`src/rtl/mips_pkg.sv`:
```
// mips_pkg: shared encodings, latency defaults and match helpers for the hazard controller
package mips_pkg;
  localparam logic [1:0] FWD_REG = 2'b00;
  localparam logic [1:0] FWD_WB  = 2'b01;
  localparam logic [1:0] FWD_MEM = 2'b10;
  localparam int MULT_LAT_DEF = 4;
  localparam int DIV_LAT_DEF  = 32;
  typedef enum logic {MD_IDLE = 1'b0, MD_BUSY = 1'b1} md_state_e;
  // Register 0 is hardwired, so a zero destination never creates a dependency
  function automatic logic reads_reg(input logic [4:0] rd, rs, rt, input logic use_rs, use_rt);
    return (rd != 5'd0) && ((use_rs && rd == rs) || (use_rt && rd == rt));
  endfunction
  function automatic logic [1:0] fwd_sel(input logic [4:0] src, mem_rd, wb_rd, input logic mem_we, wb_we);
    return (mem_we && mem_rd != 5'd0 && mem_rd == src) ? FWD_MEM :
           (wb_we && wb_rd != 5'd0 && wb_rd == src) ? FWD_WB : FWD_REG;
  endfunction
endpackage

```
`src/rtl/md_occupancy_counter.sv`:
```
// md_occupancy_counter: tracks how long the MULT/DIV unit stays busy after an accepted start
module md_occupancy_counter
  import mips_pkg::*;
#(
  parameter int MULT_LAT = MULT_LAT_DEF,
  parameter int DIV_LAT  = DIV_LAT_DEF
) (
  input  logic clk,
  input  logic rst_n,
  input  logic start,
  input  logic is_div,
  output logic busy,
  output logic done
);
  localparam int MAX_LAT = (DIV_LAT > MULT_LAT) ? DIV_LAT : MULT_LAT;
  localparam int CW = (MAX_LAT > 1) ? $clog2(MAX_LAT) : 1;
  md_state_e state_q, state_d;
  logic [CW-1:0] count_q, count_d;
  always_ff @(posedge clk or negedge rst_n) begin
    if (!rst_n) begin
      state_q <= MD_IDLE;
      count_q <= '0;
    end else begin
      state_q <= state_d;
      count_q <= count_d;
    end
  end
  // count holds the busy cycles remaining after the current one
  always_comb begin
    state_d = state_q;
    count_d = count_q;
    if (state_q == MD_IDLE) begin
      state_d = start ? MD_BUSY : MD_IDLE;
      count_d = is_div ? CW'(DIV_LAT - 1) : CW'(MULT_LAT - 1);
    end else begin
      state_d = (count_q == '0) ? MD_IDLE : MD_BUSY;
      count_d = (count_q == '0) ? count_q : count_q - 1'b1;
    end
  end
  always_comb begin
    busy = (state_q == MD_BUSY);
    done = busy && (count_q == '0);
  end
endmodule

```
`src/rtl/hazard_controller.sv`:
```
// hazard_controller: ID-stage stall/flush generation, EX forwarding selects and MULT/DIV occupancy
module hazard_controller
  import mips_pkg::*;
#(
  parameter int MULT_LAT = MULT_LAT_DEF,
  parameter int DIV_LAT  = DIV_LAT_DEF,
  parameter int CNT_W    = 16
) (
  input  logic             clk,
  input  logic             rst_n,
  input  logic [4:0]       id_rs,
  input  logic [4:0]       id_rt,
  input  logic             id_use_rs,
  input  logic             id_use_rt,
  input  logic             id_branch,
  input  logic             id_branch_taken,
  input  logic             id_md_start,
  input  logic             id_md_div,
  input  logic             id_hilo_read,
  input  logic [4:0]       ex_rs,
  input  logic [4:0]       ex_rt,
  input  logic [4:0]       ex_rd,
  input  logic             ex_reg_write,
  input  logic             ex_mem_read,
  input  logic [4:0]       mem_rd,
  input  logic             mem_reg_write,
  input  logic             mem_mem_read,
  input  logic [4:0]       wb_rd,
  input  logic             wb_reg_write,
  output logic             pc_en,
  output logic             if_id_en,
  output logic             if_id_flush,
  output logic             id_ex_flush,
  output logic [1:0]       fwd_a,
  output logic [1:0]       fwd_b,
  output logic             md_busy,
  output logic             md_done,
  output logic [CNT_W-1:0] stall_cycles
);
  logic load_use, branch_hz, md_hz, stall;
  logic [CNT_W-1:0] stall_q;
  always_comb begin
    load_use    = ex_mem_read && reads_reg(ex_rd, id_rs, id_rt, id_use_rs, id_use_rt);
    // Branches compare in ID, so even ALU results still in EX are too late
    branch_hz   = id_branch &&
                  ((ex_reg_write && reads_reg(ex_rd, id_rs, id_rt, id_use_rs, id_use_rt)) ||
                   (mem_mem_read && reads_reg(mem_rd, id_rs, id_rt, id_use_rs, id_use_rt)));
    md_hz       = md_busy && (id_md_start || id_hilo_read);
    stall       = load_use || branch_hz || md_hz;
    pc_en       = !stall;
    if_id_en    = !stall;
    id_ex_flush = stall;
    if_id_flush = id_branch && id_branch_taken && !stall;
    fwd_a       = fwd_sel(ex_rs, mem_rd, wb_rd, mem_reg_write, wb_reg_write);
    fwd_b       = fwd_sel(ex_rt, mem_rd, wb_rd, mem_reg_write, wb_reg_write);
  end
  md_occupancy_counter #(
    .MULT_LAT(MULT_LAT),
    .DIV_LAT (DIV_LAT)
  ) u_md (
    .clk   (clk),
    .rst_n (rst_n),
    .start (id_md_start && !stall),
    .is_div(id_md_div),
    .busy  (md_busy),
    .done  (md_done)
  );
  always_ff @(posedge clk or negedge rst_n) begin
    if (!rst_n) stall_q <= '0;
    else if (!pc_en && !(&stall_q)) stall_q <= stall_q + 1'b1;
  end
  assign stall_cycles = stall_q;
endmodule

```
`config.mk`:
```
export PLATFORM = sky130hd
export DESIGN_NAME = hazard_controller
export DESIGN_NICKNAME = d
export VERILOG_FILES = /design/src/rtl/mips_pkg.sv /design/src/rtl/md_occupancy_counter.sv /design/src/rtl/hazard_controller.sv
export SDC_FILE = /design/constraint.sdc
export NUM_CORES = 1
export LEC_CHECK = 0
export ABC_CLOCK_PERIOD_IN_PS = 3400
export CORE_UTILIZATION = 45
export CTS_CLUSTER_DIAMETER = 150
export DETAILED_ROUTE_END_ITERATION = 8
export PLACE_DENSITY = 0.86
export SLEW_MARGIN = 5
export SYNTH_ARGS = -nofsm -noshare
export SYNTH_HDL_FRONTEND = slang
export SYNTH_SLANG_ARGS = --single-unit
```
`constraint.sdc`:
```
create_clock -name clk -period 3.4 [get_ports clk]
set_input_delay 0.34 -clock clk [delete_from_list [all_inputs] [get_ports clk]]
set_output_delay 0.34 -clock clk [all_outputs]
set_load 0.05 [all_outputs]
```
==> run summary, run 1 <==
- **result of the run** finished clean
- **power share of the combinational group** 54.3%
- **number of remaining DRC errors** 0
- **power share of the clock group** 14.4%
- **CP Cell Sequence** clkdlybuf4s50_1 -> or4_1 -> o21ai_0 -> or4_1 -> nor4_1 -> clkdlybuf4s50_1
- **Slew Limit Headroom** 36.4%
- **setup repair after global routing missed its margin** false
- **final hold violations** 0
- **first-pass iteration count of the detailed router** 4
- **number of antenna diodes** 0
- **Core Area** 0.00342 mm2
- **Worst setup EP type** output pin
- **synthesized-area fraction occupied by and/or/nand/nor cells** 19.4%
- **post-DP HPWL** 3.49 mm
- **final layout net count** 297
- **CTS tree** yes
- **die outline height** 62.4 um
- **Worst Tran Pin Value** 0.951 ns
- **starting DRC count in detailed routing** 113
- **number of antenna violations at the first check in global routing** 0
- **number of max-slew violations in the final report** 0
- **multi-input logic area** 0.00101 mm2
- **Tmin final** 3.17 ns
- **maximum fanout along the worst path** 3
- **effective utilization at floorplan** 48.0%
- **count of placed standard cells including taps** 286
- **Die Area** 0.00389 mm2
- **total of fill cells in the finished design** 281
- **worst hold slack across all endpoints** 0.501 ns
- **post-synthesis instance area** 0.00164 mm2
- **share of the synthesized netlist area taken by xor and xnor gates** 29.9%
- **Largest stage delay, worst path** 0.86 ns
- **clock insertion delay at the later pin of the skew report** 0.32 ns
- **largest family of logic cells by synthesized area** XOR/XNOR gates
- **Post-CTS Repair Setup Buffers** 0
- **Max Freq** 315 MHz
- **number of nets in the synthesized netlist** 225
- **largest buffer count on any clock path** 2
- **total power** 1.42 mW
- **H-tree depth** 1
- **clock edge transition at the registers on the reported setup and hold paths** 0.13 ns
- **number of non-filler instances in the completed layout** 290
- **Hold WC Path Type** reg -> reg
- **cell with the largest stage delay on the worst path** sky130_fd_sc_hd__clkdlybuf4s50_1
- **leak pwr** 0.949 nW
- **setup TNS after final layout** 0 ns
- **Period Utilization, post-route** 93.3%
- **Crit path required time** 3.06 ns
- **worst slack, placed** 0.224 ns
- **synthesis-to-layout area growth** 47.9%
- **maximum ir drop on the vdd rail** 0.668 mV
- **yosys synthesis warning count** 0
- **class of the most critical setup path** in -> out
- **Syn Area/Cell** 9.47 um2
- **adder-cell share of the synthesized area** 2.29%
- **Post-DRT Antenna Nets** 0
- **Finish-stage setup viols** 0
- **Data arrival, critical path** 2.83 ns
- **FP Rows** 21
- **number of gates resized after CTS** 0
- **Pwr Density** 587 mW/mm2
- **Critical Path Source Type** primary input
- **via count of the first global-routing pass** 1,466
- **max-cap violation count** 0
- **ratio of cells with drive above 1 in the final layout** 4.51%
- **number of buffers added to fix hold violations after cts** 0
- **total of buffers placed on input and output ports** 74
- **via count** 1,498
- **largest net degree at the start of global routing** 23
- **mux contribution to synthesized area** 1.98%
- **Clock Sink Count** 22
- **TritonCTS Buffers** 3
- **flip-flop and latch count after synthesis** 22
- **Routed wire per std cell** 15.0 um
- **global-route wire length before repair** 7.19 mm
- **routability-driven placement congestion ratio** 0.872
- **number of primary I/O pins** 75
- **share of the synthesized area in compound gates (AO/OA/AOI/OAI)** 7.86%
- **Switching Fraction** 44.7%
- **Internal Pwr Total** 788 uW
- **final wirelength** 4.36 mm
- **gate count after technology mapping** 173
- **Synth cell types** 30
- **flip-flop and latch area** 551 um2
- **library cell used as clock root buffer** sky130_fd_sc_hd__clkbuf_4
- **x dimension of the die** 62.4 um
- **overall global routing resource usage** 23.6%
- **share of synthesized area occupied by flip-flops and latches** 33.6%
- **clock skew** 0.00902 ns
- **relative contribution of sequential cells to total power** 31.3%
- **aggregate global routing overflow** 0
- **power spent charging and discharging nets** 636 uW
- **post-route worst setup slack** 0.228 ns
- **post-detailed-route via-to-cell ratio** 5.17
-- state kept, by name (all words and copies together), names as in the netlist --
name	cells
u_md.count_q	5
stall_cycles	16
u_md.busy	1
-- final cells by class --
type                            instances  area share (%)
Inverter                                5           0.774
Sequential cell                        22            22.7
Clock buffer                            3           0.929
Tap cell                               46            2.37
Clock inverter                          1            1.24
Multi-Input combinational cell        139            41.5
Timing Repair Buffer                   74            30.4
-- synth_stat cells, drive strengths merged --
master | instances | area [um2]
a21oi | 4 | 20.0
ha | 3 | 37.5
dfrtp | 22 | 551
nand4 | 9 | 56.3
nand3 | 9 | 45.0
xnor2 | 40 | 350
mux2 | 2 | 22.5
mux2i | 1 | 10.0
or4 | 3 | 22.5
nor4 | 4 | 25.0
o21ai | 4 | 20.0
o22ai | 2 | 18.8
a41oi | 1 | 8.76
a31oi | 2 | 27.5
a22oi | 1 | 7.51
nor3 | 4 | 20.0
a221oi | 1 | 26.3
and2 | 1 | 6.26
and3 | 6 | 42.5
nor2 | 10 | 37.5
buf | 7 | 62.6
xor2 | 16 | 140
inv | 5 | 18.8
nand2 | 15 | 56.3
nand2b | 1 | 6.26
-- logic make-up after synthesis --
kind of cell               count (synthesis)
and+or+nand+nor                           62
xor gates and xnor gates                  56
DFF                                       22
AOI/OAI and AO/OA                         15
buffers and inverters                     12
muxes                                      3
adders and majority gates                  3
-- final timing paths --
path / from / endpoint / slack [ns] / cells past startpoint
min reg2reg: stall_cycles[10] / stall_cycles[10] / 0.50 / 1
max: wb_rd[3] / fwd_b[0] / 0.23 / 6
max reg2reg: stall_cycles[8] / stall_cycles[1] / 1.36 / 5
min: stall_cycles[10] / stall_cycles[10] / 0.50 / 1
max in group asynchronous: rst_n / stall_cycles[15] / 2.29 / 1
min in group asynchronous: rst_n / stall_cycles[9] / 0.53 / 1
-- critical path, delay by kind of cell --
| family | cells | cell delay, ns |
|---|---|---|
| buf+inv | 2 | 1.43 |
| simple gates | 3 | 0.96 |
| compound gates | 1 | 0.09 |
-- per-layer routing --
layer | GRT usage [%] | up-vias | share of wire [%]
li1 | - | 735 | -
met2 | 37.5 | 58 | 44
met3 | 4.23 | 4 | 6.1
met1 | 33.6 | 701 | 49
met5 | 0 | - | 0
met4 | 5.23 | 0 | 0.85
-- power by group through the flow --
| stage | logic, mW | clock network [mW] | registers [mW] |
|---|---|---|---|
| final | 0.773 | 0.205 | 0.446 |
| after global routing | 0.829 | 0.220 | 0.461 |
| after CTS | 0.779 | 0.208 | 0.445 |
| after detailed placement | 0.778 | 0 | 0.448 |
| after global placement | 0.759 | 0 | 0.450 |
| after floorplan | 0.363 | 0 | 0.607 |
-- cell usage in the layout, fill, tap and decap left out, types with 2 or more instances in the layout --
master / count
sky130_fd_sc_hd__xnor2_1: 40
sky130_fd_sc_hd__xor2_1: 16
sky130_fd_sc_hd__or4_1: 3
sky130_fd_sc_hd__nand2_1: 15
sky130_fd_sc_hd__nand4_1: 9
sky130_fd_sc_hd__nand3_1: 9
sky130_fd_sc_hd__nor4_1: 4
sky130_fd_sc_hd__clkbuf_4: 3
sky130_fd_sc_hd__clkdlybuf4s50_1: 73
sky130_fd_sc_hd__nor3_1: 4
sky130_fd_sc_hd__nor2_1: 10
sky130_fd_sc_hd__and3_1: 5
sky130_fd_sc_hd__mux2_2: 2
sky130_fd_sc_hd__ha_1: 3
sky130_fd_sc_hd__inv_1: 5
sky130_fd_sc_hd__o21ai_0: 4
sky130_fd_sc_hd__a21oi_1: 4
sky130_fd_sc_hd__dfrtp_1: 22
-- stage by stage --
stage | area [um2] | utilization, %
2_1_floorplan | 1640 | -
5_1_grt | 2420 | 71.0
3_5_place_dp | 2370 | 69.5
3_3_place_gp | 2370 | 69.5
4_1_cts | 2420 | 71.0
6_report | 2420 | 71.0
(Power assumes the default switching activity.)
==> run 2: changes to the inputs <==
--- a/config.mk
+++ b/config.mk
@@ -8,2 +8,3 @@
 export ABC_CLOCK_PERIOD_IN_PS = 3400
+export CORE_MARGIN = 5
 export CORE_UTILIZATION = 45
--- a/constraint.sdc
+++ b/constraint.sdc
@@ -3,2 +3,2 @@
 set_output_delay 0.34 -clock clk [all_outputs]
-set_load 0.05 [all_outputs]
+set_load 0.01 [all_outputs]
==> run 2 against run 1 <==
Compared with the run above:
- cell count is 0.69% higher
- clock skew is 0.0043 ns lower
- core utilization is 3.1 points lower
- sequential share of layout area is 0.22 points lower
- maximum frequency is 10% higher
- combinational power is 25% lower
- clock power is 18% higher
- die area is 27% higher
- critical path type unchanged
==> run summary, run 2 (same netlist as run 1, synthesis figures left out) <==
- **result of the run** finished clean
- **post-detailed-route via-to-cell ratio** 5.08, -1.6%
- **startpoint of the most critical register-to-register path** stall_cycles[8]
- **Critical Path Source Type** primary input
- **leak pwr** 0.955 nW, +0.62%
- **largest net degree at the start of global routing** 23, unchanged
- **setup TNS after final layout** 0 ns, unchanged
- **cell depth of the worst hold path** 1, unchanged
- **starting DRC count in detailed routing** 57, -50%
- **leading cell types in the layout, fill and taps excluded** 74 x sky130_fd_sc_hd__clkdlybuf4s50_1, 40 x sky130_fd_sc_hd__xnor2_1, 22 x sky130_fd_sc_hd__dfrtp_1
- **critical path capture point** if_id_flush
- **clock skew** 0.00472 ns, -0.00430 ns
- **first-pass iteration count of the detailed router** 4, unchanged
- **number of primary I/O pins** 75, unchanged
- **final layout net count** 297, unchanged
- **worst reg-to-reg path cell count** 5, unchanged
- **worst setup slack for register-to-register paths** 1.38 ns, +0.02 ns
- **synthesis-to-layout area growth** 49.4%
- **routability-driven placement congestion ratio** 0.844, -3.2%
- **max-cap violation count** 0, unchanged
- **Slew Limit Headroom** 36.6%, +0.15 points
- **number of buffers added to fix hold violations after cts** 0, unchanged
- **number of max-slew violations in the final report** 0, unchanged
- **Data arrival, critical path** 2.54 ns, -0.29 ns
- **final hold violations** 0, unchanged
- **FP Rows** 22, +4.8%
- **total of buffers placed on input and output ports** 74, unchanged
- **Post-CTS Repair Setup Buffers** 0, unchanged
- **overall global routing resource usage** 18.6%, -5.1 points
- **number of non-filler instances in the completed layout** 292, +0.69%
- **Pwr Density** 517 mW/mm2, -12%
- **setup repair after global routing missed its margin** false
- **CP startpoint** mem_rd[0]
- **Largest register FFs** 16, unchanged
- **Tmin final** 2.88 ns, -0.294 ns
- **effective utilization at floorplan** 45.5%, -2.5 points
- **class of the most critical setup path** in -> out
- **ratio of cells with drive above 1 in the final layout** 4.10%, -0.41 points
- **count of placed standard cells including taps** 288, +0.70%
- **via count** 1,484, -0.93%
- **post-DP HPWL** 3.62 mm, +3.6%
- **detailed-routing wirelength on met1** 2.03 mm, -4.7%
- **TritonCTS Buffers** 3, unchanged
- **detailed route wirelength on metal3** 289 um, +9.1%
- **flip-flop and latch area** 551 um2, unchanged
- **Crit path required time** 3.06 ns, about the same
- **Period Utilization, post-route** 84.7%, -8.6 points
- **library cell used as clock root buffer** sky130_fd_sc_hd__clkbuf_8
- **Finish-stage setup viols** 0, unchanged
- **Worst Tran Pin Value** 0.949 ns, -0.00221 ns
- **H-tree depth** 1, unchanged
- **global-route wire length before repair** 7.43 mm, +3.4%
- **CTS tree** yes
- **clock edge transition at the registers on the reported setup and hold paths** 0.08 ns, -0.05 ns
- **total of fill cells in the finished design** 290, +3.2%
- **met2 routed WL** 2.10 mm, +9.1%
- **most common cell after layout, fill and taps aside** sky130_fd_sc_hd__clkdlybuf4s50_1
- **Worst setup EP type** output pin
- **clock insertion delay at the later pin of the skew report** 0.26 ns, -0.06 ns
- **multi-input logic area** 0.00101 mm2, unchanged
- **number of gates resized after CTS** 0, unchanged
- **Hold WC Path Type** reg -> reg
- **aggregate global routing overflow** 0, unchanged
- **number of antenna diodes** 0, unchanged
- **largest buffer count on any clock path** 2, unchanged
- **maximum fanout along the worst path** 5, +2
- **number of remaining DRC errors** 0, unchanged
- **Clock Sink Count** 22, unchanged
- **highest routing layer actually used** met4
- **x dimension of the die** 70.4 um, +13%
- **maximum ir drop on the vdd rail** 0.467 mV, -30%
- **reg2reg end** stall_cycles[1]
- **Routed wire per std cell** 15.2 um, +1.2%
- **die outline height** 70.4 um, +13%
- **Die Area** 0.00495 mm2, +27%
- **Max Freq** 347 MHz, +10%
- **Post-DRT Antenna Nets** 0, unchanged
- **Core Area** 0.00361 mm2, +5.6%
- **number of antenna violations at the first check in global routing** 0, unchanged
- **final wirelength** 4.44 mm, +1.9%
- **via count of the first global-routing pass** 1,546, +5.5%
==> run 2: changes by cell type in the layout (fill, tap and decap cells not counted) <==
| cell | change |
|---|---|
| sky130_fd_sc_hd__clkbuf_4 | -3 |
| sky130_fd_sc_hd__clkdlybuf4s50_1 | +1 |
| sky130_fd_sc_hd__buf_4 | -1 |
| sky130_fd_sc_hd__clkbuf_8 | +3 |
==> run 2: worst min path at each step <==
stage	startpoint	endpoint	slack, ns
floorplan	rst_n	stall_cycles[0]	0.04
global placement	stall_cycles[10]	stall_cycles[10]	0.48
detailed placement	stall_cycles[10]	stall_cycles[10]	0.49
CTS	stall_cycles[10]	stall_cycles[10]	0.51
global route	stall_cycles[10]	stall_cycles[10]	0.52
finish	stall_cycles[10]	stall_cycles[10]	0.51
==> run 2: through the flow <==
stage	hold slack, ns	cell area, um2	power [mW]	setup slack [ns]	util [%]
3_5_place_dp	0.491	2380	1.03	0.509	65.9
6_report	0.505	2450	1.27	0.522	67.9
3_3_place_gp	0.479	2380	1.01	0.589	65.9
5_1_grt	0.525	2450	1.35	0.429	67.9
4_1_cts	0.506	2450	1.28	0.505	67.9
2_1_floorplan	0.0444	1640	0.763	1.53	-
==> run 2: critical path, cell delays in order <==
cell and delay [ns]:
sky130_fd_sc_hd__clkdlybuf4s50_1 0.54, sky130_fd_sc_hd__nor3_1 0.23, sky130_fd_sc_hd__nand2_1 0.09, sky130_fd_sc_hd__and3_4 0.20, sky130_fd_sc_hd__a221oi_4 0.38, sky130_fd_sc_hd__and3_1 0.21
sky130_fd_sc_hd__clkdlybuf4s50_1 0.55
==> run 2: routing by layer <==
metal,up-vias,GRT usage [%]
li1,737,-
met1,693,24.7
met2,52,30.2
met3,2,3.88
met4,0,5.11
met5,-,0
==> run 2: power by group <==
group,internal (mW),switching [mW]
sequential,0.347,0.101
combinational,0.323,0.253
clock,0.157,0.0835
==> run 2: cell type report <==
type                       count  share of cell area, %
multi-input combinational    139                   41.1
timing repair buffer          74                   30.3
sequential                    22                   22.5
tap                           48                   2.45
clock buffer                   3                   1.69
clock inverter                 1                   1.23
inverter                       5                  0.766
